==> config.mk <==
export PLATFORM = sky130hd
export DESIGN_NAME = key_input
export DESIGN_NICKNAME = d
export VERILOG_FILES = /design/src/rtl/key_input.sv
export SDC_FILE = /design/constraint.sdc
export NUM_CORES = 1
export LEC_CHECK = 0
export ABC_AREA = 1
export CORE_AREA = 2 2 181 147
export DETAILED_ROUTE_END_ITERATION = 16
export DIE_AREA = 0 0 183 149
export GPL_TIMING_DRIVEN = 1
export PLACE_DENSITY = 0.42
export SLEW_MARGIN = 20
export SYNTH_ARGS = -nofsm -noshare
export SYNTH_HDL_FRONTEND = slang
export SYNTH_SLANG_ARGS = --single-unit
==> constraint.sdc <==
create_clock -name CLK -period 3.05 [get_ports CLK]
set_input_delay 0.305 -clock CLK [delete_from_list [all_inputs] [get_ports CLK]]
set_output_delay 0.305 -clock CLK [all_outputs]
set_load 0.02 [all_outputs]
==> src/rtl/key_input.sv <==
// key_input: conditions raw active-low push buttons into clean single-cycle
// press/release events. Each key is double-flop synchronized, debounced by
// its own four-state machine and edge-detected; key 0 also drives a 10-bit
// press counter suitable for the LED bank.
module key_input #(
    parameter  int N_KEYS          = 4,
    parameter  int DEBOUNCE_CYCLES = 500000,
    localparam int DB_W            = $clog2(DEBOUNCE_CYCLES + 1)
) (
    input  logic              CLK,
    input  logic              RST,
    input  logic [N_KEYS-1:0] KEY_N,
    input  logic              CNT_CLR,
    output logic [N_KEYS-1:0] KEY_LEVEL,
    output logic [N_KEYS-1:0] KEY_PRESS,
    output logic [N_KEYS-1:0] KEY_RELEASE,
    output logic [9:0]        PRESS_CNT
);

    typedef enum logic [1:0] {
        UP      = 2'd0,
        WAIT_DN = 2'd1,
        DN      = 2'd2,
        WAIT_UP = 2'd3
    } key_state_t;

    localparam logic [DB_W-1:0] CNT_LAST = DB_W'(DEBOUNCE_CYCLES - 1);
    localparam logic [DB_W-1:0] CNT_ONE  = DB_W'(1);

    logic [N_KEYS-1:0] sync1;
    logic [N_KEYS-1:0] sync2;
    logic [N_KEYS-1:0] key_s;
    key_state_t        state [N_KEYS];
    logic [DB_W-1:0]   cnt   [N_KEYS];

    // Two-flop synchronizer; resets to the released (high) pin level.
    // NOTE: sequential state is always assigned with <= so every flop samples pre-edge values.
    always_ff @(posedge CLK or posedge RST) begin
        if (RST) begin
            sync1 <= '1;
            sync2 <= '1;
        end else begin
            sync1 <= KEY_N;
            sync2 <= sync1;
        end
    end

    // Synced key value, active-high pressed.
    assign key_s = ~sync2;

    // Per-key debounce FSMs with registered level and one-cycle event pulses.
    always_ff @(posedge CLK or posedge RST) begin
        if (RST) begin
            // NOTE: the per-key state/counter arrays are control registers, so they are reset like any other flop.
            for (int i = 0; i < N_KEYS; i++) begin
                state[i] <= UP;
                cnt[i]   <= '0;
            end
            KEY_LEVEL   <= '0;
            KEY_PRESS   <= '0;
            KEY_RELEASE <= '0;
        end else begin
            // Pulses default low and are raised only on an accepting edge.
            KEY_PRESS   <= '0;
            KEY_RELEASE <= '0;
            for (int i = 0; i < N_KEYS; i++) begin
                case (state[i])
                    UP: begin
                        if (key_s[i]) begin
                            state[i] <= WAIT_DN;
                            cnt[i]   <= CNT_ONE;
                        end
                    end
                    WAIT_DN: begin
                        if (!key_s[i]) begin
                            state[i] <= UP;
                            cnt[i]   <= '0;
                        end else if (cnt[i] == CNT_LAST) begin
                            state[i]     <= DN;
                            cnt[i]       <= '0;
                            KEY_LEVEL[i] <= 1'b1;
                            KEY_PRESS[i] <= 1'b1;
                        end else begin
                            cnt[i] <= cnt[i] + CNT_ONE;
                        end
                    end
                    DN: begin
                        if (!key_s[i]) begin
                            state[i] <= WAIT_UP;
                            cnt[i]   <= CNT_ONE;
                        end
                    end
                    WAIT_UP: begin
                        if (key_s[i]) begin
                            state[i] <= DN;
                            cnt[i]   <= '0;
                        end else if (cnt[i] == CNT_LAST) begin
                            state[i]       <= UP;
                            cnt[i]         <= '0;
                            KEY_LEVEL[i]   <= 1'b0;
                            KEY_RELEASE[i] <= 1'b1;
                        end else begin
                            cnt[i] <= cnt[i] + CNT_ONE;
                        end
                    end
                    default: begin
                        state[i] <= UP;
                        cnt[i]   <= '0;
                    end
                endcase
            end
        end
    end

    // Key-0 press counter; a clear coinciding with a press keeps that press.
    always_ff @(posedge CLK or posedge RST) begin
        if (RST) begin
            PRESS_CNT <= '0;
        end else if (CNT_CLR) begin
            PRESS_CNT <= {9'd0, KEY_PRESS[0]};
        end else if (KEY_PRESS[0]) begin
            PRESS_CNT <= PRESS_CNT + 10'd1;
        end
    end

endmodule

==> results.toml, run 1 <==
[clocking]
clk_root_buffer_cell = "clkbuf_16"
cts_hold_buf = 0
cts_setup_buffers = 0
cts.sinks = 114
htreeDepth = 4
clk_latency_ps = 430
clkSlewWorstSetupHoldPaths_ps = 60
cts-buffers-inserted = 17
ctsResizeCount = 0
cts_tree = "built"
cts_buffer_depth = 2

[timing]
final_hold_viol_count = 0
finalSetupViolCount = 0
fin_tns_setup_ps = 0
fin_crit_ps = 1900
rsz0062_at_grt = "false"
maxSlewViolCount = 0
worst_pin_slew_ps = 437
maxSlewHeadroom = 0.708
fin_skew_ps = 8.01
fin_crit_sh = 0.623
fmax_mhz = 527
fin_hold_ws_ps = 286

[synth]
yosys-top-cells-count = "nand2_1, inv_1, dfrtp_1"
synth_seq_cells = 114
synth_ff_type = "dfrtp_1"
synth_nets = 864
yosys.area.top_type = "dfrtp_1"
ys_types = 42
synth_edf_count = 0
netlist.area_leader.share = 0.421
syn_inst = 852
yosysSeqAreaShare = 0.455
syn_area_mm2 = 0.00630
synth-async-reset-ratio = 1.00
synth_most_common_cell = "nand2_1"
yosys-top-cells-area = "dfrtp_1, nand2_1, inv_1, nand3_1, nor2_1"
yosysWarnings = 0
syn_area_per_cell_um2 = 7.39

[cells_and_area]
final_net_count = 910
final_layout_size_suffix_gt1_frac = 0.0846
fin_util = 0.298
fill_cells = 2769
fin_area_mm2 = 0.00766
syn_to_final_growth_pct = 21.6
antenna_cells = 0

[placement]
numPortBuffers = 28
place_area_mm2 = 0.00702
dp_hpwl_mm = 11.1
routabilityCongestion = 0.835

[setup_path]
worst_ep_required_time_ps = 3360
worstPathMaxFanout = 14
worstSetupStartpointType = "register"
reg2reg_slack_ps = 1150
worst_ep_arrival_time_ps = 2210
cp-end-kind = "register"
path_class = "register to register"

[grt]
antenna_found_initial = 0
grt_pass1_wl_mm = 26.6
grtUsageTotal = 0.125
grt_max_degree = 60
grt_pass1_vias = 5091
grt_remaining_overflow = 0

[outcome]
status = "finished, final reports clean"

[worst_hold_path]
hp-class = "input port to register"

[detailed_routing]
ant_nets = 0
drt_iter0_drc = 256
drc = 0
avgRoutedWirePerCell_um = 12.5
first_pass_iters = 5
totalWireLength_mm = 15.5
vias = 5349
post_drt_via_cell_ratio = 4.31

[power_and_ir_drop]
power.leakage_nw = 3.46
power_w = 0.00485
power_density_mw_per_mm2 = 633
ir_drop_mv = 0.351

[die]
rows = 53
dieArea_mm2 = 0.0273
core-area_mm2 = 0.0257
io_pins = 29
start_util = 0.245
die_x_um = 183
chipHeight_um = 149

[flow_run]
max-cap-violations = 0
==> path summary, 6_finish.rpt <==
kind / startpoint / to / cells after the start
setup / recovery: cnt[38]$_DFFE_PP0P_ / cnt[56]$_DFFE_PP0P_ / 10
hold / removal: KEY_N[3] / sync1[3]$_DFF_PP1_ / 1
setup reg to reg: cnt[38]$_DFFE_PP0P_ / cnt[56]$_DFFE_PP0P_ / 10
hold reg to reg: sync1[0]$_DFF_PP1_ / sync2[0]$_DFF_PP1_ / 0
max in group asynchronous: RST / sync2[1]$_DFF_PP1_ / 3
min in group asynchronous: RST / PRESS_CNT[0]$_DFFE_PP0P_ / 3
==> placed cells by master, fill, tap and decap left out, types with 8 or more instances in the layout <==
cell type        synthesis  routed
a21oi_1                 11      11
clkbuf_16                0      17
clkdlybuf4s50_1          0      28
dfrtp_1                106     106
dfstp_2                  8       8
inv_1                  118     117
nand2_1                247     247
nand3_1                 81      81
nand4_1                 17      17
nor2_1                 104     104
o21ai_0                 45      45
o22ai_1                 18      18
xor2_1                  21      21
==> through the flow <==
| stage | setup WS, ps | instances |
|---|---|---|
| after floorplan | 1370 | 852 |
| after global placement | 1190 | 1209 |
| after detailed placement | 1140 | 1209 |
| after CTS | 1130 | 1240 |
| after global routing | 918 | 1240 |
| final | 1150 | 1240 |
==> where the power goes <==
part           switching [W]  internal [W]  total [W]  leakage, nW
Combinational       0.000613      0.000260   0.000874         1.61
Clock               0.000732       0.00148    0.00221        0.312
Sequential          0.000131       0.00163    0.00176         1.54
==> per-layer routing <==
layer	routed length, um	track usage	part of all wire	vias to the layer above
met2	6880	0.191	0.44	72
met5	0	0	0	-
met3	532	0.0298	0.034	15
met1	7880	0.171	0.51	2450
li1	-	-	-	2812
met4	244	0.0464	0.016	0
==> state kept, by name, summed over array words and instances, names as in the netlist, named ones only <==
register,cells
KEY_LEVEL,4
KEY_PRESS,4
KEY_RELEASE,4
PRESS_CNT,10
cnt,76
state,4
sync1,4
sync2,4
==> worst max-delay path: stages, from the launching register on <==
cell and delay, ps:
dfrtp_1 400, ha_1 210, nand2_1 80, nor2_1 210, inv_1 100, nor2_1 110
nand2_1 70, nand2_2 230, inv_1 210, nand3_1 120, nand2_1 50
==> logic make-up after synthesis <==
kind of cell	count (synthesis)	share of synthesized area
buffers and inverters	129	0.0803
flip-flops	114	0.455
XOR/XNOR	28	0.0389
AND/OR/NAND/NOR	485	0.332
AO/OA/AOI/OAI	91	0.0838
adder cells (fa/ha/maj)	5	0.00993
==> area by class of cell <==
type / instances / area, um^2 / area share
clock buffers: 20 / 457 / 0.0596
clock inverters: 11 / 185 / 0.0242
inverters: 122 / 462 / 0.0603
multi-input cells: 609 / 2930 / 0.382
flip-flops and latches: 114 / 2860 / 0.374
well taps: 330 / 413 / 0.0539
repair buffers: 34 / 350 / 0.0457
No activity file was read; power rests on OpenSTA's default activity.
==> inputs of run 2 (changes only) <==
==> constraint.sdc (replaced) <==
create_clock -name CLK -period 1.7 [get_ports CLK]
set_input_delay 0.17 -clock CLK [delete_from_list [all_inputs] [get_ports CLK]]
set_output_delay 0.17 -clock CLK [all_outputs]
set_load 0.02 [all_outputs]
==> results.toml, run 2 (same netlist as run 1, synthesis figures left out) <==
[clocking]
htreeDepth = 4
clk_latency_ps = 430
cts.sinks = 114
clk_root_buffer_cell = "clkbuf_16"
cts_buffer_depth = 2
cts_hold_buf = 0
cts-buffers-inserted = 17
clkSlewWorstSetupHoldPaths_ps = 60
cts_tree = "built"

[grt]
grt_remaining_overflow = 0
grt_pass1_vias = 5126
grt_max_degree = 58
grtUsageTotal = 0.126
antenna_found_initial = 0
grt_pass1_wl_mm = 26.7

[outcome]
status = "finished, final reports clean"

[setup_path]
endpoint = "PRESS_CNT[1]"
reg2reg_slack_ps = 110
worst_ep_required_time_ps = 1530
worst_ep_arrival_time_ps = 1460
worstPathCellList = "clkdlybuf4s50_1"
startpoint = "PRESS_CNT[1]$_DFFE_PP0P_"
worstSetupStartpointType = "register"
cp-end-kind = "primary output"
max_stage_delay_ps = 630
cp_top_family = "buffers and inverters"
path_depth = 1
r2r_end = "cnt[75]$_DFFE_PP0P_"
reg2reg_depth = 9
crit_slowest_cell = "clkdlybuf4s50_1"
worstPathMaxFanout = 5
r2r-start = "cnt[57]$_DFFE_PP0P_"
path_class = "register to primary output"
path_buf_inv = 1

[cells_and_area]
largest_register = "cnt"
seqCellArea_mm2 = 0.00286
multi_input_area_mm2 = 0.00301
top_regs = "cnt: 76 flops, PRESS_CNT: 10 flops"
largest_register_ffs = 76
final_net_count = 939
syn_to_final_growth_pct = 27.1
fin_area_mm2 = 0.00801
fill_cells = 2755
final_layout_size_suffix_gt1_frac = 0.134
final_cell_mix = "nand2_1, inv_1, dfrtp_1, nor2_1, nand3_1"
antenna_cells = 0
final_common_cell = "nand2_1"

[timing]
maxSlewHeadroom = 0.771
fin_skew_ps = 8.61
maxSlewViolCount = 0
fin_crit_ps = 1630
fin_hold_ws_ps = 140
rsz0062_at_grt = "false"
fmax_mhz = 615
finalSetupViolCount = 0
fin_tns_setup_ps = 0
fin_crit_sh = 0.957
worst_pin_slew_ps = 344
final_hold_viol_count = 0

[detailed_routing]
post_drt_via_cell_ratio = 4.27
totalWireLength_mm = 16.1
ant_nets = 0
vias = 5426
drt_iter0_drc = 284
first_pass_iters = 5
drc = 0
avgRoutedWirePerCell_um = 12.7

[flow_run]
max-cap-violations = 0

[die]
die_x_um = 183
io_pins = 29
chipHeight_um = 149
rows = 53
dieArea_mm2 = 0.0273
start_util = 0.245
core-area_mm2 = 0.0257

[worst_hold_path]
hp-class = "input port to register"

[power_and_ir_drop]
power_w = 0.00926
ir_drop_mv = 0.716
power.leakage_nw = 3.68
power_density_mw_per_mm2 = 1160

[placement]
place_area_mm2 = 0.00720
dp_hpwl_mm = 11.5
routabilityCongestion = 0.797
numPortBuffers = 28
==> run 2: cell count changes in the layout (fill, tap and decap cells not counted), sizes merged <==
| cell | before | now |
|---|---|---|
| clkinv | 5 | 4 |
| clkinvlp | 3 | 6 |
| dlymetal6s2s | 0 | 2 |
| buf | 6 | 35 |
| dlygate4sd2 | 0 | 8 |
| clkdlybuf4s50 | 28 | 18 |
| clkbuf | 20 | 19 |
| inv | 120 | 119 |
| bufinv | 5 | 6 |
==> run 2: worst min path at each step <==
stage	start	endpoint	slack [ps]	depth (start not counted)
2_1_floorplan	KEY_N[0]	sync1[0]$_DFF_PP1_	170	0
3_3_place_gp	sync1[1]$_DFF_PP1_	sync2[1]$_DFF_PP1_	350	0
3_5_place_dp	sync1[0]$_DFF_PP1_	sync2[0]$_DFF_PP1_	350	0
4_1_cts	KEY_N[1]	sync1[1]$_DFF_PP1_	130	1
5_1_grt	KEY_N[0]	sync1[0]$_DFF_PP1_	130	1
6_report	KEY_N[1]	sync1[1]$_DFF_PP1_	140	1
==> run 2: what timing repair did <==
item	4_1_cts	5_1_grt
pin swaps	0	8
resized for setup	8	30
buffers inserted	0	4
setup endpoints to repair	8	53
==> run 2: final cells by class <==
class	instances	area share
tap	330	0.0516
timing repair buffer	63	0.0719
multi-input combinational	609	0.376
clock inverter	13	0.0291
sequential	114	0.358
clock buffer	19	0.0553
inverter	122	0.0584
==> run 2: metrics by stage <==
stage	instances	worst slack (ps)	utilization
final	1270	72.8	0.311
after global routing	1270	0.613	0.311
after CTS	1266	4.91	0.306
after detailed placement	1234	63.9	0.280
after global placement	1234	53.8	0.280
after floorplan	852	151	-
==> run 2: metal layers <==
| layer | vias up | global-route usage | wire length, um |
|---|---|---|---|
| li1 | 2868 | - | - |
| met1 | 2479 | 0.175 | 8280 |
| met2 | 69 | 0.191 | 7150 |
| met3 | 10 | 0.0325 | 541 |
| met4 | 0 | 0.0420 | 178 |
| met5 | - | 0 | 0 |
==> run 2: where the power goes <==
| group | total (W) | leakage, nW | internal, W | switching (W) |
|---|---|---|---|---|
| sequential | 0.00315 | 1.54 | 0.00292 | 0.000229 |
| clock | 0.00415 | 0.315 | 0.00279 | 0.00137 |
| combinational | 0.00195 | 1.82 | 0.000713 | 0.00124 |
| total | 0.00926 | 3.68 | 0.00642 | 0.00283 |
==> inputs of run 3 (changes only) <==
--- a/config.mk
+++ b/config.mk
@@ -6,9 +6,9 @@
 export NUM_CORES = 1
 export LEC_CHECK = 0
 export ABC_AREA = 1
-export CORE_AREA = 2 2 181 147
+export CORE_AREA = 3 3 182 148
 export DETAILED_ROUTE_END_ITERATION = 16
-export DIE_AREA = 0 0 183 149
+export DIE_AREA = 0 0 185 151
 export GPL_TIMING_DRIVEN = 1
 export PLACE_DENSITY = 0.42
 export SLEW_MARGIN = 20
==> results.toml, run 3 (same netlist as run 1, synthesis figures left out) <==
[timing]
worst_pin_slew_ps = 344
final_hold_viol_count = 0
fin_ws_ps = 96.5
fin_crit_sh = 0.943
fin_hold_ws_ps = 52.4
finalSetupViolCount = 0
maxSlewHeadroom = 0.770
maxSlewViolCount = 0
fin_crit_ps = 1600
fmax_mhz = 624
fin_skew_ps = 9.19

[cells_and_area]
top_regs = "cnt: 76 flops, PRESS_CNT: 10 flops"
largest_register = "cnt"
largest_register_ffs = 76
antenna_cells = 0
final_layout_size_suffix_gt1_frac = 0.143
final_common_cell = "nand2_1"
final_net_count = 948
final_cell_mix = "nand2_1, inv_1, dfrtp_1, nor2_1, nand3_1"
syn_to_final_growth_pct = 27.5

[detailed_routing]
drc = 0
drt_iter0_drc = 397
first_pass_iters = 5
avgRoutedWirePerCell_um = 12.5
ant_nets = 0
vias = 5506
post_drt_via_cell_ratio = 4.33
totalWireLength_mm = 15.9

[setup_path]
path_class = "register to primary output"
max_stage_delay_ps = 630
path_buf_inv = 1
worstPathMaxFanout = 3
worstSetupStartpointType = "register"
worstPathCellList = "clkdlybuf4s50_1"
worst_ep_required_time_ps = 1530
r2r-start = "cnt[39]$_DFFE_PP0P_"
cp_top_family = "buffers and inverters"
worst_ep_arrival_time_ps = 1430
crit_slowest_cell = "clkdlybuf4s50_1"
startpoint = "PRESS_CNT[4]$_DFFE_PP0P_"
cp-end-kind = "primary output"

[placement]
place_ws_ps = 44.6
numPortBuffers = 28
routabilityCongestion = 0.807
dp_hpwl_mm = 11.6

[power_and_ir_drop]
power.leakage_nw = 3.69
ir_drop_mv = 0.675
power_density_mw_per_mm2 = 1120

[clocking]
cts_tree = "built"
clk_latency_ps = 420
cts.sinks = 114
cts_buffer_depth = 2
cts-buffers-inserted = 17
clkSlewWorstSetupHoldPaths_ps = 50
cts_hold_buf = 0
htreeDepth = 4
clk_root_buffer_cell = "clkbuf_16"

[worst_hold_path]
hp-class = "input port to async pin"

[flow_run]
max-cap-violations = 0

[grt]
grt_pass1_wl_mm = 27.4
grt_max_degree = 38
antenna_found_initial = 0
grt_remaining_overflow = 0
grt_pass1_vias = 5401
grtUsageTotal = 0.124

[die]
rows = 52
dieArea_mm2 = 0.0279
chipHeight_um = 151
core-area_mm2 = 0.0252
start_util = 0.249
io_pins = 29
die_x_um = 185

[outcome]
status = "finished, final reports clean"
[run 3: changes by cell type in the layout (fill, tap and decap cells not counted), moves of 2 or more]
cell | before | now
buf_4 | 32 | 42
bufinv_16 | 6 | 4
clkbuf_8 | 1 | 3
clkdlybuf4s50_1 | 18 | 20
clkinv_2 | 1 | 4
clkinv_4 | 2 | 0
dlygate4sd2_1 | 8 | 6
nand3_1 | 77 | 75
[run 3: routing by layer]
| layer | share of wire | GRT usage |
|---|---|---|
| met1 | 0.55 | 0.185 |
| met2 | 0.41 | 0.174 |
| met3 | 0.032 | 0.0324 |
| met4 | 0.0064 | 0.0375 |
| met5 | 0 | 0 |
[run 3: final timing paths]
path | endpoint | slack [ps] | cells after the start
max in group asynchronous | sync2[2]$_DFF_PP1_ | 1080 | 3
setup reg to reg | cnt[56]$_DFFE_PP0P_ | 130 | 10
setup / recovery | PRESS_CNT[4] | 100 | 1
hold / removal | cnt[21]$_DFFE_PP0P_ | 50 | 2
hold reg to reg | sync2[2]$_DFF_PP1_ | 350 | 0
min in group CLK | sync1[0]$_DFF_PP1_ | 150 | 1
[run 3: report_power, final]
part           total, W  internal (W)  leakage [nW]  switching, W
clock           0.00384       0.00256         0.306       0.00128
sequential      0.00316       0.00292          1.54      0.000236
combinational   0.00201      0.000742          1.84       0.00127
[run 3: through the flow]
stage / area [um^2] / util / cells / power, W / setup TNS [ps]
2_1_floorplan: 6300 / - / 852 / 0.00434 / 0
3_3_place_gp: 7230 / 0.286 / 1232 / 0.00515 / 0
3_5_place_dp: 7230 / 0.286 / 1232 / 0.00512 / 0
4_1_cts: 7850 / 0.311 / 1264 / 0.00904 / 0
5_1_grt: 8030 / 0.318 / 1273 / 0.00958 / -18.7
6_report: 8030 / 0.318 / 1273 / 0.00901 / 0
[run 3: repair_timing]
action | in CTS | in global routing
pin swaps | 0 | 11
setup buffers | 0 | 9
setup endpoints to repair | 6 | 56
gates resized for setup | 6 | 31
[run 3: area by class of cell]
cell class / count / area (um^2)
Tap cell: 324 / 405
Fill cell: 2721 / 17200
Inverter: 122 / 472
Clock inverter: 10 / 155
Clock buffer: 22 / 474
Timing Repair Buffer: 72 / 633
Multi-Input combinational cell: 609 / 3030
Sequential cell: 114 / 2860
